==> config.mk <==
export PLATFORM = sky130hd
export DESIGN_NAME = fmul_flat
export DESIGN_NICKNAME = d
export VERILOG_FILES = /design/src/rtl/fmul_pkg.sv /design/src/rtl/fmul_if.sv /design/src/rtl/fmul_round.sv /design/src/rtl/fmul.sv /design/src/flat_wrapper.sv
export SDC_FILE = /design/constraint.sdc
export NUM_CORES = 2
export LEC_CHECK = 0
export ABC_CLOCK_PERIOD_IN_PS = 2920
export BUFFER_PORTS_ARGS = -buffer_cell sky130_fd_sc_hd__buf_2
export CAP_MARGIN = 40
export CORE_ASPECT_RATIO = 0.7
export CORE_MARGIN = 5
export CORE_UTILIZATION = 35
export CTS_CLUSTER_SIZE = 40
export DETAILED_ROUTE_END_ITERATION = 16
export PLACE_DENSITY_LB_ADDON = 0.08
export SYNTH_ARGS = -nofsm -noshare
export SYNTH_HDL_FRONTEND = slang
export SYNTH_SLANG_ARGS = --single-unit
==> constraint.sdc <==
create_clock -name clk -period 2.92 [get_ports clk]
set_clock_uncertainty 0.2 [all_clocks]
set_input_delay 0.292 -clock clk [delete_from_list [all_inputs] [get_ports clk]]
set_output_delay 0.292 -clock clk [all_outputs]
set_load 0.1 [all_outputs]
==> src/rtl/fmul_pkg.sv <==
// Shared binary32 field layout, bias and canonical encodings for the fmul datapath.
package fmul_pkg;

  localparam int unsigned WORD_W  = 32;
  localparam int unsigned EXP_W   = 8;
  localparam int unsigned FRAC_W  = 23;
  localparam int unsigned MANT_W  = FRAC_W + 1;
  localparam int unsigned PROD_W  = 2 * MANT_W;
  localparam int unsigned EEXT_W  = 11;
  localparam int unsigned BIAS    = 127;
  localparam int unsigned EXP_MAX = 255;

  localparam logic [WORD_W-1:0] QNAN     = 32'h7FC0_0000;
  localparam logic [WORD_W-1:0] POS_INF  = 32'h7F80_0000;
  localparam logic [WORD_W-1:0] NEG_INF  = 32'hFF80_0000;
  localparam logic [WORD_W-1:0] POS_ZERO = 32'h0000_0000;
  localparam logic [WORD_W-1:0] NEG_ZERO = 32'h8000_0000;

  typedef struct packed {
    logic              sign;
    logic [EXP_W-1:0]  exp;
    logic [FRAC_W-1:0] frac;
  } f32_t;

endpackage

==> src/rtl/fmul_if.sv <==
// Operand/result bundle for fmul: two binary32 operands in, product and overflow out.
interface fmul_if;
  import fmul_pkg::*;

  logic [WORD_W-1:0] x1;
  logic [WORD_W-1:0] x2;
  logic [WORD_W-1:0] y;
  logic              ovf;

  modport master (output x1, output x2, input y, input ovf);
  modport slave  (input x1, input x2, output y, output ovf);

endinterface

==> src/rtl/fmul_round.sv <==
// Normalises the 48-bit mantissa product and rounds to nearest-even on 23 fraction bits.
module fmul_round
  import fmul_pkg::*;
(
  input  logic [PROD_W-1:0]        prod,
  input  logic signed [EEXT_W-1:0] exp_in,
  output logic [FRAC_W-1:0]        frac,
  output logic signed [EEXT_W-1:0] exp_out
);

  logic [FRAC_W-1:0]        mant;
  logic                     guard;
  logic                     sticky;
  logic                     up;
  logic [MANT_W-1:0]        sum;
  logic signed [EEXT_W-1:0] exp_n;

  always_comb begin
    mant   = prod[PROD_W-3 -: FRAC_W];
    guard  = prod[PROD_W-3-FRAC_W];
    sticky = |prod[PROD_W-4-FRAC_W:0];
    exp_n  = exp_in;
    // product in [2,4): take the window one bit higher and bump the exponent
    if (prod[PROD_W-1]) begin
      mant   = prod[PROD_W-2 -: FRAC_W];
      guard  = prod[PROD_W-2-FRAC_W];
      sticky = |prod[PROD_W-3-FRAC_W:0];
      exp_n  = exp_in + 11'sd1;
    end
    up      = guard & (sticky | mant[0]);
    sum     = {1'b0, mant} + MANT_W'(up);
    frac    = sum[FRAC_W-1:0];
    // all-ones fraction rounded up wraps to 1.0 of the next binade
    exp_out = sum[FRAC_W] ? exp_n + 11'sd1 : exp_n;
  end

endmodule

==> src/rtl/fmul.sv <==
// Single-cycle binary32 multiplier: combinational datapath feeding one output register.
module fmul
  import fmul_pkg::*;
(
  input  logic  clk,
  input  logic  rst,
  fmul_if.slave bus
);

  f32_t                     a;
  f32_t                     b;
  logic                     s;
  logic                     a_zero, b_zero;
  logic                     a_inf, b_inf;
  logic                     a_nan, b_nan;
  logic [PROD_W-1:0]        prod;
  logic signed [EEXT_W-1:0] exp_sum;
  logic [FRAC_W-1:0]        frac_r;
  logic signed [EEXT_W-1:0] exp_r;
  logic [WORD_W-1:0]        y_c;
  logic                     ovf_c;
  logic [WORD_W-1:0]        y_q;
  logic                     ovf_q;

  assign a = bus.x1;
  assign b = bus.x2;
  assign s = a.sign ^ b.sign;

  // exp==0 covers denormals, which are flushed to zero
  assign a_zero = (a.exp == '0);
  assign b_zero = (b.exp == '0);
  assign a_inf  = (a.exp == EXP_W'(EXP_MAX)) && (a.frac == '0);
  assign b_inf  = (b.exp == EXP_W'(EXP_MAX)) && (b.frac == '0);
  assign a_nan  = (a.exp == EXP_W'(EXP_MAX)) && (a.frac != '0);
  assign b_nan  = (b.exp == EXP_W'(EXP_MAX)) && (b.frac != '0);

  assign prod    = PROD_W'({1'b1, a.frac}) * PROD_W'({1'b1, b.frac});
  assign exp_sum = EEXT_W'(a.exp) + EEXT_W'(b.exp) - EEXT_W'(BIAS);

  fmul_round u_round (
    .prod    (prod),
    .exp_in  (exp_sum),
    .frac    (frac_r),
    .exp_out (exp_r)
  );

  // special-case select; ovf only from a finite result that saturated
  always_comb begin
    y_c   = {s, exp_r[EXP_W-1:0], frac_r};
    ovf_c = 1'b0;
    if (a_nan || b_nan || (a_inf && b_zero) || (b_inf && a_zero)) begin
      y_c = {s, QNAN[WORD_W-2:0]};
    end else if (a_inf || b_inf) begin
      y_c = {s, POS_INF[WORD_W-2:0]};
    end else if (a_zero || b_zero) begin
      y_c = {s, POS_ZERO[WORD_W-2:0]};
    end else if (exp_r >= $signed(EEXT_W'(EXP_MAX))) begin
      y_c   = {s, POS_INF[WORD_W-2:0]};
      ovf_c = 1'b1;
    end else if (exp_r <= 11'sd0) begin
      y_c = {s, POS_ZERO[WORD_W-2:0]};
    end
  end

  always_ff @(posedge clk or posedge rst) begin
    if (rst) begin
      y_q   <= '0;
      ovf_q <= 1'b0;
    end else begin
      y_q   <= y_c;
      ovf_q <= ovf_c;
    end
  end

  assign bus.y   = y_q;
  assign bus.ovf = ovf_q;

endmodule

==> src/flat_wrapper.sv <==
// flat-port wrapper written by rule: the top's interface ports become plain ports
module fmul_flat import fmul_pkg::*;
  (clk, rst, bus_x1, bus_x2, bus_y, bus_ovf);
  fmul_if bus_i ();
  input  logic clk;
  input  logic rst;
  input wire logic [$bits(bus_i.x1)-1:0] bus_x1;
  input wire logic [$bits(bus_i.x2)-1:0] bus_x2;
  output wire logic [$bits(bus_i.y)-1:0] bus_y;
  output wire logic [$bits(bus_i.ovf)-1:0] bus_ovf;
  assign bus_i.x1 = bus_x1;
  assign bus_i.x2 = bus_x2;
  assign bus_y = bus_i.y;
  assign bus_ovf = bus_i.ovf;
  fmul u_core (.clk(clk), .rst(rst), .bus(bus_i));
endmodule
==> metrics.md <==
| Metric | Value |
|---|---|
| FILL cells | 6444 |
| Post-route ant nets | 0 |
| CTS root buffer | clkbuf_16 |
| Die span in y | 225.2 um |
| Min Tclk post-route | around 8.6 ns |
| Syn avg cell area | 8.473 um2 |
| FP Rows | 78 |
| Hold Vio Cnt, Final | 0 |
| DRT Pass-1 Iters | 5 |
| TritonCTS Buffers | 5 |
| Clock-pin slew on the worst setup and hold paths | 0.05 ns |
| Crit-path max cell delay | roughly 0.56 ns |
| # clock sinks | 33 |
| Most common cell on crit path | fa_1 |
| Count of final max-slew check failures | 0 |
| Wire length per cell | just under 20 um |
| Synth Register Bits | 33 |
| Critical path launch point type | input pin |
| H-tree depth | 2 |
| Post-DP Area | 28930 um2 |
| Antenna cells | 0 |
| Failing checks | negative setup slack |
| Max Root-Sink Buffers | 2 |
| Slowest CP cell | or4_4 |
| Vias in the first global route | 22.10k |
| Max-cap viol count | 0 |
| Slew headroom | 55.68% |
| Post-Synthesis Net Count | about 3.5k |
| RSZ-0062 raised after global routing | yes |
| Pre-CTS setup slack | -6.664 ns |
| Total number of vias | 20.86k |
| Critical Path End Type | flip-flop |
| Worst setup margin | -5.669 ns |
| Final HPWL DP | 72270 um |
| Critical Path RT | 2.89 ns |
| Initial antenna violation count | 1 |
| Count of input and output buffers | between 90 and 100 |
| Asr flop ratio synth | 100.0% |
| Hold Crit Class | in -> async |
| Grt total ovfl | 0 |
| IO Count | 99 |
| Global-route wire length before repair | 129400 um |
| Largest net degree at the start of global routing | 34 |
| FF+latch area | 825.8 um2 |
| Final nets | 4108 |
| Area grow syn2layout | 36.25% |
| Post-route cell area | 31540 um2 |
| GPL Wtd Cong | 0.9026 |
| Post-synthesis sequential area ratio | 3.567% |
| Synth Cell Area | 23150 um2 |
| Tightest Pin Transition | 0.6624 ns |
| Final setup fails | 32 |
| Cells after synthesis | 2732 |
| Chip Width | roughly 320 um |
| DR vias/cell | 4.901 |
| Share of layout cells above drive strength 1 | 31.08% |
| Max Freq | 0.1164 GHz |
| CTS tree | done |
| Total Wirelength | slightly above 80000 um |
| WS Path Type | in -> reg |
| Commonest cells after routing, fill and taps aside | buf_4 (605), inv_1 (573), fa_1 (447) |
| Area of the multi-input gates | 20890 um2 |
| Remaining DRCs | 0 |
| EDFF count, synth | 0 |
| Final worst path period share | 294.2% |
| Die area | 71460 um2 |
| Initial Util | 35.51% |
| Iteration-0 DRC Markers | 1362 |
| Status | finished with violations |
| Total track usage | 23.22% |
| Max FO, Critical Path | 8 |
| Core Area | 65190 um2 |
| Predominant post-synthesis flop cell | dfrtp_1 |
| WP data arrival | 8.56 ns |
| Most common cell after layout, fill and taps aside | buf_4 |
| Post-synth cell types | 86 |
| Warnings from Yosys | 0 |
per-stage QoR:
step	hold WS [ns]	cells	util (%)	setup TNS, ns
after floorplan	0.1790	2732	-	-165.97
after global placement	0.1866	4146	44.37	-208.61
after detailed placement	0.1966	4146	44.37	-207.06
after global routing	0.4872	4255	48.38	-183.95
after CTS	0.4139	4218	46.56	-175.83
final	0.4343	4255	48.38	-175.52
timing repair:
item                                    4_1_cts  5_1_grt
gates resized for setup                     167      222
endpoints found under the setup margin       32       32
cloned                                        2        1
hold buffers                                  3        0
buffers inserted                             65       38
pin swaps                                    78       90
hold endpoints to repair                     34        0
worst max-delay path: cells and delay by family:
family / cells / cell delay, ns
compound gates: 6 / 1.23
fa+ha+maj: 8 / 3.81
simple gates: 8 / 2.04
buf+inv: 12 / 1.17
flip-flops by register name (all words and copies together) (netlist names):
register        count
u_core.bus.ovf      1
u_core.bus.y       32
kinds of logic after synthesis:
group	Yosys count	share of synthesized area, %
xor gates and xnor gates	87	3.324
AOI/OAI and AO/OA	290	8.854
DFF	33	3.567
adders and majority gates	668	51.77
and+or+nand+nor	911	19.95
buffers and inverters	732	12.05
muxes	11	0.4811
final cells by class:
| class | instances | share of cell area [%] |
|---|---|---|
| flip-flops and latches | 33 | 2.618 |
| well taps | 880 | 3.491 |
| repair buffers | 766 | 19.85 |
| multi-input cells | 1967 | 66.23 |
| inverters | 601 | 7.248 |
| clock buffers | 6 | 0.4403 |
| clock inverters | 2 | 0.1190 |
synth_stat cells (all sizes together), types with 8 or more instances:
| library cell | number | area, um2 |
|---|---|---|
| o31ai | 8 | 60.06 |
| and3 | 15 | 93.84 |
| a21o | 9 | 67.56 |
| clkbuf | 107 | 401.6 |
| nor2 | 105 | 394.1 |
| ha | 185 | 2315 |
| xor2 | 29 | 254.0 |
| o211ai | 15 | 122.6 |
| o21a | 14 | 105.1 |
| nand4 | 37 | 237.7 |
| buf | 24 | 132.6 |
| mux2i | 10 | 100.1 |
| a21boi | 9 | 67.57 |
| a31oi | 13 | 81.33 |
| a211oi | 11 | 120.1 |
| dfrtp | 33 | 825.8 |
| a2111oi | 9 | 100.1 |
| a21oi | 76 | 384.1 |
| nand3 | 31 | 155.2 |
| inv | 598 | 2245 |
| and2 | 251 | 1573 |
| nor4 | 41 | 281.5 |
| nor3 | 35 | 180.2 |
| fa | 483 | 9669 |
| xnor2 | 58 | 515.5 |
| o21ai | 60 | 311.5 |
| nand2 | 346 | 1299 |
| or3 | 8 | 55.05 |
layer usage:
| metal | share of wire [%] | vias up | track usage (%) |
|---|---|---|---|
| met3 | 7.5 | 51 | 5.148 |
| li1 | - | 9721 | - |
| met4 | 1.0 | 2 | 2.048 |
| met2 | 41 | 462 | 33.83 |
| met1 | 50 | 10619 | 36.53 |
| met5 | 0.016 | - | 0 |
worst max-delay path by stage:
stage	from	end	slack (ns)
after floorplan	bus_x2[7]	u_core.bus.y[16]	-5.58
after global placement	bus_x1[8]	u_core.bus.y[3]	-6.85
after detailed placement	bus_x1[6]	u_core.bus.y[3]	-6.66
after CTS	bus_x1[5]	u_core.bus.y[3]	-5.65
after global routing	bus_x1[5]	u_core.bus.y[3]	-5.91
final	bus_x1[5]	u_core.bus.y[3]	-5.67
Power is not shown: default switching activity piles up to over one toggle a cycle in this logic, so the estimate is an artifact.
